--- config.mk ---
export PLATFORM = sky130hd
export DESIGN_NAME = wb_queue
export DESIGN_NICKNAME = d
export VERILOG_FILES = /design/src/rtl/wb_queue.sv
export SDC_FILE = /design/constraint.sdc
export NUM_CORES = 1
export LEC_CHECK = 0
export BUFFER_PORTS_ARGS = -buffer_cell sky130_fd_sc_hd__buf_2
export CORE_AREA = 2 2 153 155
export DETAILED_ROUTE_END_ITERATION = 6
export DIE_AREA = 0 0 155 157
export HOLD_SLACK_MARGIN = 0.08
export PLACE_DENSITY_LB_ADDON = 0.25
export SYNTH_ARGS = -nofsm -noshare
export SYNTH_HDL_FRONTEND = slang
export SYNTH_SLANG_ARGS = --single-unit
--- constraint.sdc ---
create_clock -name clk -period 5.3 [get_ports clk]
set_input_delay 1.06 -clock clk [delete_from_list [all_inputs] [get_ports clk]]
set_output_delay 1.06 -clock clk [all_outputs]
set_load 0.01 [all_outputs]
--- src/rtl/wb_queue.sv ---
// Writeback queue feeding the two write ports of the 8x16 register file, in program order.
// Optional macro WB_QUEUE_FWD_EN adds three combinational lookup ports into the queued results.
module wb_queue #(
   parameter int DEPTH = 4,
   parameter int DW    = 16,
   parameter int AW    = 3
) (
   input  logic                         clk,
   input  logic                         rst,
   input  logic                         in0_valid,
   input  logic [AW-1:0]                in0_dest,
   input  logic [DW-1:0]                in0_data,
   output logic                         in0_ready,
   input  logic                         in1_valid,
   input  logic [AW-1:0]                in1_dest,
   input  logic [DW-1:0]                in1_data,
   output logic                         in1_ready,
   input  logic                         hold,
   output logic                         write0,
   output logic [AW-1:0]                num_write0,
   output logic [DW-1:0]                data_write0,
   output logic                         write1,
   output logic [AW-1:0]                num_write1,
   output logic [DW-1:0]                data_write1,
`ifdef WB_QUEUE_FWD_EN
   input  logic [AW-1:0]                fwd_num0,
   input  logic [AW-1:0]                fwd_num1,
   input  logic [AW-1:0]                fwd_num2,
   output logic                         fwd_hit0,
   output logic                         fwd_hit1,
   output logic                         fwd_hit2,
   output logic [DW-1:0]                fwd_data0,
   output logic [DW-1:0]                fwd_data1,
   output logic [DW-1:0]                fwd_data2,
`endif
   output logic [$clog2(DEPTH+1)-1:0]   count
);

   localparam int PW = $clog2(DEPTH);
   localparam int CW = $clog2(DEPTH+1);

   logic [AW-1:0] dest_q [DEPTH];
   logic [AW-1:0] dest_d [DEPTH];
   logic [DW-1:0] data_q [DEPTH];
   logic [DW-1:0] data_d [DEPTH];
   logic [PW-1:0] rd_ptr_q, rd_ptr_d;
   logic [PW-1:0] wr_ptr_q, wr_ptr_d;
   logic [PW-1:0] rd_ptr1_s, wr_ptr1_s, wr_slot1_s;
   logic [CW-1:0] count_q, count_d;
   logic          acc0_s, acc1_s;
   logic          drain0_s, drain1_s;

   // Readiness looks only at registered occupancy; a same-cycle drain is not credited.
   always_comb begin
      in0_ready = (count_q <= CW'(DEPTH - 1));
      in1_ready = (count_q <= CW'(DEPTH - 2));
      acc0_s    = in0_valid && in0_ready;
      acc1_s    = in1_valid && in1_ready;
      drain0_s  = (count_q >= CW'(1)) && !hold;
      drain1_s  = (count_q >= CW'(2)) && !hold;
      rd_ptr1_s = rd_ptr_q + PW'(1);
      count     = count_q;
   end

   // Write-port drive: oldest entry to port 0, next oldest to port 1; zeroed when idle.
   always_comb begin
      write0      = drain0_s;
      num_write0  = {AW{1'b0}};
      data_write0 = {DW{1'b0}};
      write1      = drain1_s;
      num_write1  = {AW{1'b0}};
      data_write1 = {DW{1'b0}};
      if (drain0_s) begin
         num_write0  = dest_q[rd_ptr_q];
         data_write0 = data_q[rd_ptr_q];
      end else begin
         num_write0  = {AW{1'b0}};
         data_write0 = {DW{1'b0}};
      end
      if (drain1_s) begin
         num_write1  = dest_q[rd_ptr1_s];
         data_write1 = data_q[rd_ptr1_s];
      end else begin
         num_write1  = {AW{1'b0}};
         data_write1 = {DW{1'b0}};
      end
   end

   // Next state: in1 lands behind in0 when both are accepted, otherwise at the write pointer.
   always_comb begin
      dest_d     = dest_q;
      data_d     = data_q;
      wr_ptr1_s  = wr_ptr_q + PW'(1);
      wr_slot1_s = acc0_s ? wr_ptr1_s : wr_ptr_q;
      for (int i = 0; i < DEPTH; i++) begin
         if (acc0_s && (PW'(i) == wr_ptr_q)) begin
            dest_d[i] = in0_dest;
            data_d[i] = in0_data;
         end else if (acc1_s && (PW'(i) == wr_slot1_s)) begin
            dest_d[i] = in1_dest;
            data_d[i] = in1_data;
         end else begin
            dest_d[i] = dest_q[i];
            data_d[i] = data_q[i];
         end
      end
      wr_ptr_d = wr_ptr_q + PW'(acc0_s) + PW'(acc1_s);
      rd_ptr_d = rd_ptr_q + PW'(drain0_s) + PW'(drain1_s);
      count_d  = count_q + CW'(acc0_s) + CW'(acc1_s) - CW'(drain0_s) - CW'(drain1_s);
   end

   // State registers; reset discards every queued result.
   always_ff @(posedge clk or posedge rst) begin
      if (rst) begin
         rd_ptr_q <= {PW{1'b0}};
         wr_ptr_q <= {PW{1'b0}};
         count_q  <= {CW{1'b0}};
         for (int i = 0; i < DEPTH; i++) begin
            dest_q[i] <= {AW{1'b0}};
            data_q[i] <= {DW{1'b0}};
         end
      end else begin
         rd_ptr_q <= rd_ptr_d;
         wr_ptr_q <= wr_ptr_d;
         count_q  <= count_d;
         for (int i = 0; i < DEPTH; i++) begin
            dest_q[i] <= dest_d[i];
            data_q[i] <= data_d[i];
         end
      end
   end

`ifdef WB_QUEUE_FWD_EN
   logic [AW-1:0] fwd_num_s  [3];
   logic          fwd_hit_s  [3];
   logic [DW-1:0] fwd_data_s [3];

   // Lookup walks entries oldest to youngest so the youngest match is the one kept.
   always_comb begin
      logic [PW-1:0] idx;
      logic          match;
      fwd_num_s[0] = fwd_num0;
      fwd_num_s[1] = fwd_num1;
      fwd_num_s[2] = fwd_num2;
      idx   = {PW{1'b0}};
      match = 1'b0;
      for (int k = 0; k < 3; k++) begin
         fwd_hit_s[k]  = 1'b0;
         fwd_data_s[k] = {DW{1'b0}};
         for (int i = 0; i < DEPTH; i++) begin
            idx   = rd_ptr_q + PW'(i);
            match = (CW'(i) < count_q) && (dest_q[idx] == fwd_num_s[k]);
            fwd_hit_s[k]  = fwd_hit_s[k] | match;
            fwd_data_s[k] = match ? data_q[idx] : fwd_data_s[k];
         end
      end
      fwd_hit0  = fwd_hit_s[0];
      fwd_hit1  = fwd_hit_s[1];
      fwd_hit2  = fwd_hit_s[2];
      fwd_data0 = fwd_data_s[0];
      fwd_data1 = fwd_data_s[1];
      fwd_data2 = fwd_data_s[2];
   end
`endif

endmodule

==> flow_metrics.tcl <==
set metrics [dict create \
    outcome "completed" \
    timing_worst_setup_path_type "reg -> out" \
    port_buffers 87 \
    syn_inst 574 \
    cts_hold_buf 0 \
    min_path_cells 2 \
    wirelength_um 20100 \
    grt_antenna_before_repair 0 \
    tns_ps 0 \
    area_growth_syn_to_layout_pct 15.8 \
    ctsRootBufferMaster "clkbuf_16" \
    via_count 5083 \
    synth_edf_count 0 \
    finClkSkew_ps 8.59 \
    power_leakage_nw 2.51 \
    die_x_um 155 \
    start_util 0.248 \
    whs_ps 554 \
    worstReg2RegEnd "count[2]" \
    stdcell_count 908 \
    synthTopCellsByArea "dfrtp_1, mux4_2, a41oi_1" \
    worst_slew_pin_slew_ps 1140 \
    diodes 0 \
    clk_path_buf_depth 2 \
    grt_pass1_wl_um 31100 \
    gr-usage-all-layers 0.168 \
    yosys_register_bits 83 \
    cts.sinks 83 \
    cp_max_fo 27 \
    dpl.cell_count 892 \
    ys_seq_area_frac 0.372 \
    rows 55 \
    r2r_start "count[2]" \
    synth_cell_types 30 \
    arrival_ps 2500 \
    drc 0 \
    hold_start "data_q[20]" \
    period_share 0.672 \
    ios 88 \
    relSlewSlack 0.241 \
    dr.first_iter.drc_count 433 \
    yosys.area.top_type "dfrtp_1" \
    fmax_mhz 281 \
    postSynth.asyncResetShare 1.00 \
    core_area_um2 22500 \
    power_density_nw_per_um2 706 \
    clk_latency_ps 350 \
    cts.repair.resized 0 \
    grt_pass1_vias 5039 \
    grt_overflow 0 \
    finalHoldViolCount 0 \
    reg2reg_depth 9 \
    grt_max_degree 77 \
    globalplace.congestion 0.736 \
    clkTransAtPathRegs_ps 60 \
    first_pass_iters 4 \
    num-nets-final 671 \
    synth.most_common_cell "dfrtp_1" \
    drive_gt1_frac 0.262 \
    hp-class "reg -> reg" \
    finalSetupViolCount 0 \
    syn_avg_cell_area_um2 9.73 \
    dp_hpwl_um 11700 \
    cts_made_buffers 9 \
    cp-start-kind "flip-flop" \
    regToRegSetupSlack_ps 2390 \
    synthesis.nets 627 \
    period_minus_slack_ps 3560 \
    hold-path-endpoint "data_q[20]" \
    cts_tree "done" \
    post-cts-setup-buffer-count 0 \
    irDropWorstVdd_v 0.000302 \
    antenna_left 0 \
    die_area_um2 24300 \
    drv_cap 0 \
    cts-htree-levels 3 \
    synth_top_area_share 0.372 \
    worst_setup_path_end_kind "output pin" \
    finalMaxSlewViolations 0 \
    rsz0062_at_grt "false" \
    synthFlopType "dfrtp_1" \
    vias_per_cell 5.60 \
    wl_per_cell_um 22.2 \
    yosysWarnings 0 \
    synthTopCellsByCount "dfrtp_1, a21oi_1, a41oi_1, nor2_1, o21ai_0" \
    syn_area_um2 5590 \
    n_fill_cell 2368 \
    die_h_um 157 \
    worstPathRequired_ps 4240 \
]
[metal layers]
metal / GRT usage / part of all wire
met5: 0 / 0
met4: 0.0529 / 0.016
met3: 0.0435 / 0.068
met2: 0.258 / 0.46
met1: 0.233 / 0.45
[worst max-delay path by stage]
| stage | from | endpoint | slack (ps) | cells after the start |
|---|---|---|---|---|
| final | rd_ptr_q[0] | data_write1[1] | 1740 | 4 |
| after detailed placement | hold | count[2] | 1870 | 9 |
| after global placement | hold | count[2] | 1920 | 9 |
| after CTS | rd_ptr_q[0] | data_write0[1] | 1650 | 4 |
| after global routing | rd_ptr_q[0] | data_write0[1] | 1530 | 4 |
| after floorplan | rst | count[0] | 2100 | 1 |
[flip-flops by register name, indices dropped and copies added (netlist names)]
| register | flops |
|---|---|
| data_q | 64 |
| rd_ptr_q | 2 |
| dest_q | 12 |
| count | 3 |
| wr_ptr_q | 2 |
[cells by family (layout without fill, tap and decap cells)]
group / after synthesis / count (layout) / share of synthesized area
AO/OA/AOI/OAI: 230 / 230 / 0.258
AND/OR/NAND/NOR: 128 / 128 / 0.107
flip-flops: 83 / 83 / 0.372
buffers and inverters: 77 / 126 / 0.0667
multiplexers: 40 / 40 / 0.159
adder cells (fa/ha/maj): 10 / 10 / 0.0278
XOR/XNOR: 6 / 6 / 0.00941
[final cells by class]
cell class,instances,area (um2),share of cell area
Tap cell,285,357,0.0551
Multi-Input combinational cell,414,3160,0.488
Clock buffer,10,229,0.0354
Inverter,12,46.3,0.00716
Clock inverter,6,80.1,0.0124
Sequential cell,83,2080,0.321
Timing Repair Buffer,98,518,0.0801
[worst max-delay path, stage by stage (launching register included)]
cell and delay [ps]:
dfrtp_2 970, buf_4 350, mux4_2 540, nor2b_1 140, buf_2 140
[layout by cell type (no fill, tap or decap), types with 9 or more instances in the layout]
| cell type | netlist | final |
|---|---|---|
| dfrtp_1 | 83 | 81 |
| clkbuf_16 | 0 | 9 |
| buf_4 | 2 | 11 |
| nor2_1 | 76 | 76 |
| o21ai_0 | 70 | 70 |
| a21oi_1 | 76 | 76 |
| buf_2 | 23 | 87 |
| inv_1 | 11 | 10 |
| mux4_2 | 38 | 38 |
| a41oi_1 | 76 | 76 |
| nor2b_1 | 38 | 38 |
[per-stage QoR]
step / total power (W) / setup WS [ps] / utilization / area (um2)
6_report: 0.00457 / 1740 / 0.287 / 6470
3_3_place_gp: 0.00389 / 1920 / 0.274 / 6160
4_1_cts: 0.00459 / 1650 / 0.287 / 6470
2_1_floorplan: 0.00316 / 2100 / - / 5590
3_5_place_dp: 0.00390 / 1870 / 0.274 / 6160
5_1_grt: 0.00491 / 1530 / 0.287 / 6470
[report_power, final]
group | switching [W] | leakage, nW | internal (W)
clock network | 0.000271 | 0.156 | 0.000410
registers | 0.000391 | 0.966 | 0.000979
logic | 0.00139 | 1.39 | 0.00113
total | 0.00205 | 2.51 | 0.00252
Note: power is estimated with default switching activity, not from simulation.
